File: src/rtl/alu_pkg.sv
// Shared op codes and FSM state encoding for the pipelined ALU.
package alu_pkg;

  localparam logic [3:0] ALU_AND = 4'b0000;
  localparam logic [3:0] ALU_OR  = 4'b0001;
  localparam logic [3:0] ALU_ADD = 4'b0010;
  localparam logic [3:0] ALU_XOR = 4'b0011;
  localparam logic [3:0] ALU_SLL = 4'b0100;
  localparam logic [3:0] ALU_SRL = 4'b0101;
  localparam logic [3:0] ALU_SUB = 4'b0110;
  localparam logic [3:0] ALU_SLT = 4'b0111;
  localparam logic [3:0] ALU_MUL = 4'b1000;
  localparam logic [3:0] ALU_SRA = 4'b1001;
  localparam logic [3:0] ALU_DIV = 4'b1010;
  localparam logic [3:0] ALU_NOR = 4'b1100;

  typedef enum logic [1:0] {
    S_IDLE = 2'd0,
    S_MUL  = 2'd1,
    S_DIV  = 2'd2
  } state_e;

endpackage

File: src/rtl/alu_iter_mul.sv
// Iterative shift-add multiplier producing the low WIDTH bits of a*b.
// Starts on a one-cycle start pulse, runs WIDTH iterations, then pulses done
// for one cycle with the product held on product.
module alu_iter_mul #(
  parameter int unsigned WIDTH = 32
) (
  input  logic             clk,
  input  logic             reset,
  input  logic             start,
  input  logic [WIDTH-1:0] a,
  input  logic [WIDTH-1:0] b,
  output logic             done,
  output logic [WIDTH-1:0] product
);

  localparam int unsigned CNT_W = $clog2(WIDTH);

  logic             busy_q,   busy_d;
  logic             done_q,   done_d;
  logic [CNT_W-1:0] cnt_q,    cnt_d;
  logic [WIDTH-1:0] mcand_q,  mcand_d;
  logic [WIDTH-1:0] mplier_q, mplier_d;
  logic [WIDTH-1:0] acc_q,    acc_d;

  // One shift-add step per busy cycle; done is raised after the last step.
  always_comb begin
    busy_d   = busy_q;
    done_d   = 1'b0;
    cnt_d    = cnt_q;
    mcand_d  = mcand_q;
    mplier_d = mplier_q;
    acc_d    = acc_q;
    if (start) begin
      busy_d   = 1'b1;
      cnt_d    = CNT_W'(WIDTH - 1);
      mcand_d  = a;
      mplier_d = b;
      acc_d    = '0;
    end else if (busy_q) begin
      if (mplier_q[0]) begin
        acc_d = acc_q + mcand_q;
      end
      mcand_d  = mcand_q << 1;
      mplier_d = mplier_q >> 1;
      cnt_d    = cnt_q - 1'b1;
      if (cnt_q == '0) begin
        busy_d = 1'b0;
        done_d = 1'b1;
      end
    end
  end

  // Engine state register; reset discards any product in flight.
  always_ff @(posedge clk or posedge reset) begin
    if (reset) begin
      busy_q   <= 1'b0;
      done_q   <= 1'b0;
      cnt_q    <= '0;
      mcand_q  <= '0;
      mplier_q <= '0;
      acc_q    <= '0;
    end else begin
      busy_q   <= busy_d;
      done_q   <= done_d;
      cnt_q    <= cnt_d;
      mcand_q  <= mcand_d;
      mplier_q <= mplier_d;
      acc_q    <= acc_d;
    end
  end

  assign done    = done_q;
  assign product = acc_q;

endmodule

File: src/rtl/alu_pipe.sv
// Handshaked EX-stage ALU: single-cycle ops with registered result, an
// iterative multiplier, illegal-op flag and output backpressure.
// Build option ALU_DIV_EN adds a signed restoring divider (op 1010).
module alu_pipe
  import alu_pkg::*;
#(
  parameter int unsigned WIDTH   = 32,
  parameter int unsigned CTRL_W  = 4,
  parameter int unsigned SHAMT_W = 5
) (
  input  logic              clk,
  input  logic              reset,
  input  logic              in_valid,
  output logic              in_ready,
  input  logic [WIDTH-1:0]  a,
  input  logic [WIDTH-1:0]  b,
  input  logic [CTRL_W-1:0] alu_control,
  output logic              out_valid,
  input  logic              out_ready,
  output logic [WIDTH-1:0]  alu_result,
  output logic              zero,
  output logic              illegal
);

  state_e           state_q, state_d;
  logic             out_valid_q, out_valid_d;
  logic [WIDTH-1:0] result_q, result_d;
  logic             zero_q, zero_d;
  logic             illegal_q, illegal_d;

  logic               accept;
  logic [SHAMT_W-1:0] shamt;
  logic [WIDTH-1:0]   sc_result;
  logic               sc_illegal;
  logic               is_mul;
  logic               mul_done;
  logic [WIDTH-1:0]   mul_product;

  assign in_ready = !reset && (state_q == S_IDLE) && (!out_valid_q || out_ready);
  assign accept   = in_valid && in_ready;
  assign shamt    = b[SHAMT_W-1:0];

`ifdef ALU_DIV_EN
  logic               is_div;
  logic [WIDTH-1:0]   dvd_q, dvd_d;
  logic [WIDTH-1:0]   rem_q, rem_d;
  logic [WIDTH-1:0]   dvs_q, dvs_d;
  logic               div_neg_q, div_neg_d;
  logic [SHAMT_W:0]   div_cnt_q, div_cnt_d;
  logic [WIDTH:0]     rem_sh, rem_diff;
  logic [WIDTH-1:0]   div_quot;
`endif

  // Decode the op and compute every single-cycle result.
  always_comb begin
    sc_result  = '0;
    sc_illegal = 1'b0;
    is_mul     = 1'b0;
`ifdef ALU_DIV_EN
    is_div     = 1'b0;
`endif
    case (alu_control)
      CTRL_W'(ALU_AND): sc_result = a & b;
      CTRL_W'(ALU_OR):  sc_result = a | b;
      CTRL_W'(ALU_ADD): sc_result = a + b;
      CTRL_W'(ALU_XOR): sc_result = a ^ b;
      CTRL_W'(ALU_SLL): sc_result = a << shamt;
      CTRL_W'(ALU_SRL): sc_result = a >> shamt;
      CTRL_W'(ALU_SUB): sc_result = a - b;
      CTRL_W'(ALU_SLT): sc_result = {{(WIDTH-1){1'b0}}, ($signed(a) < $signed(b))};
      CTRL_W'(ALU_SRA): sc_result = $signed(a) >>> shamt;
      CTRL_W'(ALU_NOR): sc_result = ~(a | b);
      CTRL_W'(ALU_MUL): is_mul    = 1'b1;
`ifdef ALU_DIV_EN
      CTRL_W'(ALU_DIV): begin
        // Divide-by-zero resolves immediately instead of entering the divider.
        if (b == '0) begin
          sc_result  = '1;
          sc_illegal = 1'b1;
        end else begin
          is_div = 1'b1;
        end
      end
`endif
      default: sc_illegal = 1'b1;
    endcase
  end

  alu_iter_mul #(
    .WIDTH(WIDTH)
  ) u_mul (
    .clk    (clk),
    .reset  (reset),
    .start  (accept && is_mul),
    .a      (a),
    .b      (b),
    .done   (mul_done),
    .product(mul_product)
  );

`ifdef ALU_DIV_EN
  // Restoring divider on magnitudes: quotient bits shift into dvd_q.
  always_comb begin
    dvd_d     = dvd_q;
    rem_d     = rem_q;
    dvs_d     = dvs_q;
    div_neg_d = div_neg_q;
    div_cnt_d = div_cnt_q;
    rem_sh    = {rem_q, dvd_q[WIDTH-1]};
    rem_diff  = rem_sh - {1'b0, dvs_q};
    div_quot  = div_neg_q ? (~dvd_q + 1'b1) : dvd_q;
    if (state_q == S_IDLE && accept && is_div) begin
      dvd_d     = a[WIDTH-1] ? (~a + 1'b1) : a;
      dvs_d     = b[WIDTH-1] ? (~b + 1'b1) : b;
      rem_d     = '0;
      div_neg_d = a[WIDTH-1] ^ b[WIDTH-1];
      div_cnt_d = (SHAMT_W+1)'(WIDTH);
    end else if (state_q == S_DIV && div_cnt_q != '0) begin
      if (!rem_diff[WIDTH]) begin
        rem_d = rem_diff[WIDTH-1:0];
        dvd_d = {dvd_q[WIDTH-2:0], 1'b1};
      end else begin
        rem_d = rem_sh[WIDTH-1:0];
        dvd_d = {dvd_q[WIDTH-2:0], 1'b0};
      end
      div_cnt_d = div_cnt_q - 1'b1;
    end
  end

  // Divider working registers.
  always_ff @(posedge clk or posedge reset) begin
    if (reset) begin
      dvd_q     <= '0;
      rem_q     <= '0;
      dvs_q     <= '0;
      div_neg_q <= 1'b0;
      div_cnt_q <= '0;
    end else begin
      dvd_q     <= dvd_d;
      rem_q     <= rem_d;
      dvs_q     <= dvs_d;
      div_neg_q <= div_neg_d;
      div_cnt_q <= div_cnt_d;
    end
  end
`endif

  // Next-state logic: multi-cycle ops park the FSM until their engine finishes.
  always_comb begin
    state_d = state_q;
    case (state_q)
      S_IDLE: begin
        if (accept && is_mul) begin
          state_d = S_MUL;
        end
`ifdef ALU_DIV_EN
        else if (accept && is_div) begin
          state_d = S_DIV;
        end
`endif
      end
      S_MUL: begin
        if (mul_done) begin
          state_d = S_IDLE;
        end
      end
`ifdef ALU_DIV_EN
      S_DIV: begin
        if (div_cnt_q == '0) begin
          state_d = S_IDLE;
        end
      end
`endif
      default: state_d = S_IDLE;
    endcase
  end

  // Output register updates: pop clears valid, results only change on
  // accept or engine completion, so a held result stays stable.
  always_comb begin
    out_valid_d = out_valid_q && !out_ready;
    result_d    = result_q;
    zero_d      = zero_q;
    illegal_d   = illegal_q;
    case (state_q)
      S_IDLE: begin
        if (accept) begin
          if (is_mul) begin
            out_valid_d = 1'b0;
          end
`ifdef ALU_DIV_EN
          else if (is_div) begin
            out_valid_d = 1'b0;
          end
`endif
          else begin
            result_d    = sc_result;
            zero_d      = (sc_result == '0);
            illegal_d   = sc_illegal;
            out_valid_d = 1'b1;
          end
        end
      end
      S_MUL: begin
        if (mul_done) begin
          result_d    = mul_product;
          zero_d      = (mul_product == '0);
          illegal_d   = 1'b0;
          out_valid_d = 1'b1;
        end
      end
`ifdef ALU_DIV_EN
      S_DIV: begin
        if (div_cnt_q == '0) begin
          result_d    = div_quot;
          zero_d      = (div_quot == '0);
          illegal_d   = 1'b0;
          out_valid_d = 1'b1;
        end
      end
`endif
      default: ;
    endcase
  end

  // State and output registers.
  always_ff @(posedge clk or posedge reset) begin
    if (reset) begin
      state_q     <= S_IDLE;
      out_valid_q <= 1'b0;
      result_q    <= '0;
      zero_q      <= 1'b1;
      illegal_q   <= 1'b0;
    end else begin
      state_q     <= state_d;
      out_valid_q <= out_valid_d;
      result_q    <= result_d;
      zero_q      <= zero_d;
      illegal_q   <= illegal_d;
    end
  end

  assign out_valid  = out_valid_q;
  assign alu_result = result_q;
  assign zero       = zero_q;
  assign illegal    = illegal_q;

endmodule

File: config.mk
export PLATFORM = sky130hd
export DESIGN_NAME = alu_pipe
export DESIGN_NICKNAME = d
export VERILOG_FILES = /design/src/rtl/alu_pkg.sv /design/src/rtl/alu_iter_mul.sv /design/src/rtl/alu_pipe.sv
export SDC_FILE = /design/constraint.sdc
export NUM_CORES = 1
export LEC_CHECK = 0
export CORE_MARGIN = 4
export CORE_UTILIZATION = 45
export CTS_CLUSTER_DIAMETER = 50
export CTS_CLUSTER_SIZE = 28
export DETAILED_ROUTE_END_ITERATION = 8
export PLACE_DENSITY_LB_ADDON = 0.15
export SLEW_MARGIN = 25
export SYNTH_ARGS = -nofsm -noshare
export SYNTH_HDL_FRONTEND = slang
export SYNTH_SLANG_ARGS = --single-unit
File: constraint.sdc
create_clock -name clk -period 8 [get_ports clk]
set_clock_uncertainty 0.05 [all_clocks]
set_input_delay 2 -clock clk [delete_from_list [all_inputs] [get_ports clk]]
set_output_delay 2 -clock clk [all_outputs]
set_load 0.005 [all_outputs]
==> results_tabular.tex, run 1 <==
\begin{tabular}{lr}
\hline
Metric & Value \\
\hline
\multicolumn{2}{l}{\textbf{Run status}} \\
\quad Run status & completed \\
\multicolumn{2}{l}{\textbf{GRT}} \\
\quad Overall Global Routing Usage & 0.364 \\
\quad Largest net degree at the start of global routing & 72 \\
\quad Congestion Overflow GR & 0 \\
\quad First-pass GRT wire length & 115 mm \\
\quad Number of global-route vias before repair & 17500 \\
\quad Antenna violations before repair & 1 \\
\multicolumn{2}{l}{\textbf{Finish}} \\
\quad Number of fill cells & 3699 \\
\quad Total Nets Final & 2508 \\
\quad Fraction of layout cells with a size suffix above 1 & 0.0955 \\
\quad Area delta synth->final & 12.9\% \\
\multicolumn{2}{l}{\textbf{Hold path}} \\
\quad Class of the tightest hold or removal check & reg -> reg \\
\multicolumn{2}{l}{\textbf{Place}} \\
\quad Routability Congestion & 1.05 \\
\quad Number of buffers inserted by port buffering & 107 \\
\quad Detailed placer's ending HPWL & 60.3 mm \\
\multicolumn{2}{l}{\textbf{Routing}} \\
\quad Detailed-routing iteration count for the pre-antenna-repair pass & 6 \\
\quad Routed wire length on met3 & 7.96 mm \\
\quad Vias per std cell & 6.66 \\
\quad Number of antenna-violating nets in the routed design & 0 \\
\quad Highest metal layer used by the detailed router & met5 \\
\quad Final routed wirelength across all metal layers & 77.8 mm \\
\quad Number of DRC violations after detailed routing & 0 \\
\quad Detail-routed net length per standard cell & 27.5 microns \\
\quad DR WL met2 & 33.7 mm \\
\quad Wl on met1 & 32.3 mm \\
\quad Number of DRC markers after the initial detailed-route iteration & 2428 \\
\quad Via count & 18800 \\
\multicolumn{2}{l}{\textbf{Flow run}} \\
\quad Number of max-cap violations & 0 \\
\multicolumn{2}{l}{\textbf{Logic synthesis}} \\
\quad Compound-cell area share of the yosys netlist & 0.279 \\
\quad Fraction of the mapped netlist area in adder cells & 0.100 \\
\quad Fraction of the mapped netlist area in simple logic gates & 0.197 \\
\quad Number of different library cells in the post-synthesis netlist & 95 \\
\quad Cell count after synthesis & 2261 \\
\quad Post-synthesis mux area share & 0.135 \\
\quad Most instantiated library cell after synthesis & nand2\_1 \\
\quad Syn avg cell area & 7.62 sq um \\
\quad Number of synthesized flops with an enable pin & 0 \\
\quad Combinational family with the most area after synthesis & compound AO/OA/AOI/OAI gates \\
\quad Primary FF master, synth & dfrtp\_1 \\
\quad Post-synth top area share & 0.200 \\
\quad Number of flip-flops and latches in the synthesized netlist & 139 \\
\quad Post-synthesis instance area & 17200 sq um \\
\quad Register area share after synthesis & 0.202 \\
\quad Leading cell types by total area after synthesis & dfrtp\_1 (20\%), ha\_1 (9.7\%), mux2i\_1 (7.7\%) \\
\quad Proportion of register bits with asynchronous set or reset after synthesis & 1.00 \\
\quad Most common library cells after synthesis & nand2\_1 (255), nor2\_1 (246), a21oi\_1 (228) \\
\quad Synthesized Nets & 2469 \\
\quad Share of the synthesized netlist area taken by xor and xnor gates & 0.0188 \\
\quad Number of warnings issued by yosys & 0 \\
\quad Largest area contributor in the netlist & dfrtp\_1 \\
\multicolumn{2}{l}{\textbf{Timing}} \\
\quad Relative slew margins & 0.245 \\
\quad Highest attainable clock frequency & 141 MHz \\
\quad Final setup viols & 0 \\
\quad Post-route minimum period & 7.10 ns \\
\quad Fin crit share & 0.887 \\
\quad Worst-Margin Slew & 1.10 ns \\
\quad Hold Fails Final Rpt & 0 \\
\quad Total Negative Setup Slacks & 0 ns \\
\quad Setup repair after global routing missed its margin & false \\
\quad Number of pins exceeding their max-slew limit in the final report & 0 \\
\multicolumn{2}{l}{\textbf{Critical path}} \\
\quad Required time at the endpoint of the critical path & 8.33 ns \\
\quad Setup slack of the most critical reg-to-reg path & 3.96 ns \\
\quad Critical path start-end classification & in -> reg \\
\quad Largest fanout on the critical path & 6 \\
\quad Worst EP arrival & 7.43 ns \\
\quad Worst Setup End Kind & flip-flop \\
\quad Element type at the critical path start & primary input \\
\multicolumn{2}{l}{\textbf{Clock network}} \\
\quad Clock latency of the later-clocked register in the worst-skew pair & 0.46 ns \\
\quad Clock edge transition at the registers on the reported setup and hold paths & 0.06 ns \\
\quad Total clock sinks & 139 \\
\quad CTS tree & yes \\
\quad CTS H-tree lvls & 4 \\
\quad Number of gates resized after CTS & 0 \\
\quad Cell at the root of the clock tree & clkbuf\_16 \\
\quad Post-CTS setup-driven buffer insertion count & 0 \\
\quad CTS Buf Count & 17 \\
\quad Clock buffer depth & 2 \\
\quad Hold buffers post-CTS & 0 \\
\multicolumn{2}{l}{\textbf{Power and ir drop}} \\
\quad Largest voltage drop on the vdd net & 0.000150 V \\
\quad Seq pwr share & 0.296 \\
\quad Sw Pwr & 1440 uW \\
\quad Leakage dissipation & 0.00848 uW \\
\quad Clock share of power & 0.237 \\
\quad Power density over the cells & 179 nW/um\^{}2 \\
\quad Relative contribution of combinational cells to total power & 0.467 \\
\quad Switching power share of the total & 0.412 \\
\quad Overall Power & 3490 uW \\
\quad Internal Dissipation & 2050 uW \\
\multicolumn{2}{l}{\textbf{Floorplan}} \\
\quad Core Footprint & 37800 sq um \\
\quad Total I/O pin count & 108 \\
\quad Floorplan row count & 71 \\
\quad Die boundary width & 204 microns \\
\quad Die H & 204 microns \\
\quad Total Die Area & 41500 sq um \\
\quad Initial core utilization & 0.456 \\
\hline
\end{tabular}
[through the flow]
stage / hold slack [ns] / instance area, sq um / setup WS [ns] / cells / utilization
final: 0.428 / 19500 / 0.904 / 2825 / 0.515
after global routing: 0.449 / 19500 / 0.688 / 2824 / 0.515
after CTS: 0.433 / 19500 / 1.12 / 2824 / 0.515
after detailed placement: 0.420 / 18900 / 0.663 / 2792 / 0.500
after global placement: 0.409 / 18900 / 0.705 / 2792 / 0.500
after floorplan: 0.419 / 17200 / 0.448 / 2261 / -
[worst max-delay path: stages]
cell and delay (ns):
clkdlybuf4s50_1 0.61, inv_1 0.13, ha_1 0.24, inv_1 0.08, fa_1 0.24, nand2b_1 0.17, a2111o_1 0.45, a211oi_2 0.33
a221oi_1 0.22, o22ai_2 0.30, a31o_2 0.26, o22ai_1 0.15, o22ai_1 0.45, a21oi_1 0.34, or4_1 0.64, or4_1 0.57
o31ai_2 0.22
[power by group through the flow]
stage | Sequential, uW | Combinational (uW) | Clock [uW]
3_3_place_gp | 1040 | 1570 | 0
4_1_cts | 1030 | 1590 | 839
2_1_floorplan | 987 | 1070 | 0
6_report | 1030 | 1630 | 828
3_5_place_dp | 1040 | 1590 | 0
5_1_grt | 1060 | 1760 | 871
[state kept, by name, summed over array words and instances (netlist names)]
name            cells
u_mul.product      32
u_mul.mcand_q      32
out_valid           1
u_mul.cnt_q         5
u_mul.done          1
u_mul.mplier_q     32
alu_result         32
zero                1
state_q             1
u_mul.busy_q        1
illegal             1
[final timing paths]
kind | start | endpoint | depth (start not counted)
hold / removal | alu_result[3] | alu_result[3] | 1
max in group asynchronous | reset | u_mul.product[12] | 3
setup / recovery | a[0] | zero | 17
setup reg to reg | state_q[0] | zero | 12
min in group asynchronous | reset | u_mul.mplier_q[18] | 2
hold reg to reg | alu_result[3] | alu_result[3] | 1
[area by class of cell]
cell class,count,area (sq um),share of cell area
multi-input combinational,1835,12600,0.649
sequential,139,3480,0.179
timing repair buffer,183,1630,0.0836
tap,511,639,0.0329
inverter,124,470,0.0242
clock buffer,18,429,0.0221
clock inverter,14,170,0.00874
antenna,1,2.50,0.000129
[per-layer routing]
layer,vias to the layer above,GRT usage
met3,218,0.0752
met1,9067,0.508
li1,8377,-
met5,-,0
met2,1158,0.553
met4,2,0.148
[kinds of logic (layout without fill, tap and decap cells)]
kind of cell             after synthesis  count (layout)
multiplexers                         193             193
buffers and inverters                287             339
other                                  0               1
AO/OA/AOI/OAI                        729             729
adder cells (fa/ha/maj)              136             136
flip-flops                           139             139
AND/OR/NAND/NOR                      740             740
XOR/XNOR                              37              37
[cells in the final DEF (no fill, tap or decap), types with 20 or more instances in the layout]
cell	n
clkdlybuf4s50_1	101
dfrtp_1	137
nand2_1	255
a211oi_1	32
mux4_2	26
a31oi_1	33
nand3_1	24
mux2i_1	133
nand2b_1	20
nor3_1	41
o211ai_1	22
nor4_1	21
mux2_2	30
nor2b_1	26
a22oi_1	28
inv_1	121
o22ai_1	33
xnor2_1	23
nor2_1	245
a21oi_1	228
ha_1	133
a21o_1	30
buf_4	76
o21ai_0	118
o221ai_1	21
a221oi_1	20
Power figures use the tool's default switching activity.
==> run 2, diff against run 1 <==
Clock period 8 ns to 6.3 ns, I/O delays scaled along.
==> results_tabular.tex, run 2 (same netlist as run 1, synthesis figures left out) <==
\begin{tabular}{lr}
\hline
Metric & Value \\
\hline
\multicolumn{2}{l}{\textbf{GRT}} \\
\quad Overall Global Routing Usage & 0.385 \\
\quad First-pass GRT wire length & 121 mm \\
\quad Antenna violations before repair & 6 \\
\quad Largest net degree at the start of global routing & 75 \\
\quad Number of global-route vias before repair & 18700 \\
\quad Congestion Overflow GR & 0 \\
\multicolumn{2}{l}{\textbf{Timing}} \\
\quad Relative slew margins & 0.325 \\
\quad Worst-Margin Slew & 1.01 ns \\
\quad Total Negative Setup Slacks & 0 ns \\
\quad Number of pins exceeding their max-slew limit in the final report & 0 \\
\quad Fin crit share & 0.970 \\
\quad Highest attainable clock frequency & 164 MHz \\
\quad Post-route minimum period & 6.11 ns \\
\quad Hold Fails Final Rpt & 0 \\
\quad Setup repair after global routing missed its margin & false \\
\quad Final setup viols & 0 \\
\multicolumn{2}{l}{\textbf{Power and ir drop}} \\
\quad Largest voltage drop on the vdd net & 0.000168 V \\
\quad Leakage dissipation & 0.00907 uW \\
\quad Power density over the cells & 226 nW/um\^{}2 \\
\multicolumn{2}{l}{\textbf{Flow run}} \\
\quad Number of max-cap violations & 0 \\
\multicolumn{2}{l}{\textbf{Place}} \\
\quad Number of buffers inserted by port buffering & 107 \\
\quad Post-placement cell count & 2908 \\
\quad Detailed placer's ending HPWL & 65.2 mm \\
\quad Routability Congestion & 1.03 \\
\multicolumn{2}{l}{\textbf{Critical path}} \\
\quad Reg2reg path depth & 13 \\
\quad Cell Chain, Critical Path & clkdlybuf4s50\_1 > mux4\_2 > mux2i\_1 > o311ai\_0 > nor4\_1 > and4\_1 > and4\_1 > nand4\_1 > nor4\_2 > nand4\_1 > or4\_1 > o31ai\_2 \\
\quad Critical R2R Launch & u\_mul.product[1] \\
\quad Required time at the endpoint of the critical path & 6.63 ns \\
\quad Delay-heaviest family, CP & simple AND/OR/NAND/NOR gates \\
\quad Element type at the critical path start & primary input \\
\quad Setup slack of the most critical reg-to-reg path & 2.14 ns \\
\quad Critical path start-end classification & in -> reg \\
\quad Number of buffer and inverter stages on the critical path & 1 \\
\quad Critical path's largest stage delay & 0.73 ns \\
\quad Largest fanout on the critical path & 8 \\
\quad Master of the slowest instance on the critical path & nor4\_1 \\
\quad Worst Setup End Kind & flip-flop \\
\quad Worst EP arrival & 6.44 ns \\
\quad Terminus of the critical flop-to-flop path & u\_mul.product[31] \\
\multicolumn{2}{l}{\textbf{Routing}} \\
\quad Number of DRC violations after detailed routing & 0 \\
\quad Number of antenna-violating nets in the routed design & 0 \\
\quad Number of DRC markers after the initial detailed-route iteration & 2211 \\
\quad Detail-routed net length per standard cell & 27.8 microns \\
\quad Detailed-routing iteration count for the pre-antenna-repair pass & 8 \\
\quad Via count & 19300 \\
\quad Vias per std cell & 6.57 \\
\quad Final routed wirelength across all metal layers & 81.7 mm \\
\multicolumn{2}{l}{\textbf{Finish}} \\
\quad Most frequent standard cell in the layout excluding fill and tap cells & nand2\_1 \\
\quad Total Nets Final & 2624 \\
\quad Antenna diode instance count & 0 \\
\quad Area delta synth->final & 18.5\% \\
\quad Most frequent cells in the layout & nand2\_1 (254), nor2\_1 (245), a21oi\_1 (228) \\
\quad Fraction of layout cells with a size suffix above 1 & 0.139 \\
\quad Post-route non-filler standard cell count & 2940 \\
\multicolumn{2}{l}{\textbf{Clock network}} \\
\quad Post-CTS setup-driven buffer insertion count & 0 \\
\quad Cell at the root of the clock tree & clkbuf\_16 \\
\quad CTS Buf Count & 17 \\
\quad CTS tree & yes \\
\quad CTS H-tree lvls & 4 \\
\quad Clock edge transition at the registers on the reported setup and hold paths & 0.07 ns \\
\quad Total clock sinks & 139 \\
\quad Clock latency of the later-clocked register in the worst-skew pair & 0.45 ns \\
\quad Hold buffers post-CTS & 0 \\
\quad Clock buffer depth & 2 \\
\quad Number of gates resized after CTS & 0 \\
\multicolumn{2}{l}{\textbf{Floorplan}} \\
\quad Total Die Area & 41500 sq um \\
\quad Total I/O pin count & 108 \\
\quad Initial core utilization & 0.456 \\
\quad Die boundary width & 204 microns \\
\quad Die H & 204 microns \\
\quad Core Footprint & 37800 sq um \\
\quad Floorplan row count & 71 \\
\multicolumn{2}{l}{\textbf{Hold path}} \\
\quad Terminating pin of the worst hold path & alu\_result[2] \\
\quad Min-delay src & alu\_result[2] \\
\quad Number of cells traversed by the worst hold path & 2 \\
\quad Class of the tightest hold or removal check & reg -> reg \\
\multicolumn{2}{l}{\textbf{Run status}} \\
\quad Run status & completed \\
\hline
\end{tabular}
-- run 2: per-stage QoR --
stage          utilization  hold WS (ns)  total power [uW]  worst slack, ns  area, sq um
6_report             0.541         0.426              4620            0.192        20400
2_1_floorplan            -         0.419              2610            0.315        17200
3_3_place_gp         0.524         0.409              3430           0.0193        19800
3_5_place_dp         0.524         0.420              3470           0.0150        19800
4_1_cts              0.541         0.434              4580            0.485        20400
5_1_grt              0.541         0.446              4880            0.217        20400
-- run 2: area by class of cell --
cell class	instances	area, sq um
fillers	3621	17300
multi-input cells	1835	12600
flip-flops and latches	139	3480
repair buffers	299	2550
well taps	511	639
inverters	124	469
clock buffers	19	443
clock inverters	13	189
-- run 2: worst min-delay path, stage by stage (launching register included) --
cell	delay [ns]
dfrtp_1	0.34
nand2_1	0.05
o31ai_1	0.05
-- run 2: how the worst max path moves through the flow --
stage	startpoint	endpoint	slack [ns]	depth (start not counted)
3_3_place_gp	a[24]	zero	0.02	12
3_5_place_dp	a[24]	zero	0.01	12
5_1_grt	a[0]	zero	0.22	16
4_1_cts	a[24]	zero	0.49	12
6_report	a[24]	zero	0.19	12
2_1_floorplan	b[1]	zero	0.32	17
-- run 2: routing by layer --
metal,global-route usage,share of wire
met1,0.507,0.40
met2,0.603,0.44
met3,0.0922,0.10
met4,0.173,0.053
met5,0,0.00037
-- run 2: where the power goes --
group          internal [uW]  switching [uW]  leakage [uW]
clock network            675             427      0.000304
registers               1110             212       0.00176
logic                    949            1240       0.00701
total                   2740            1880       0.00907
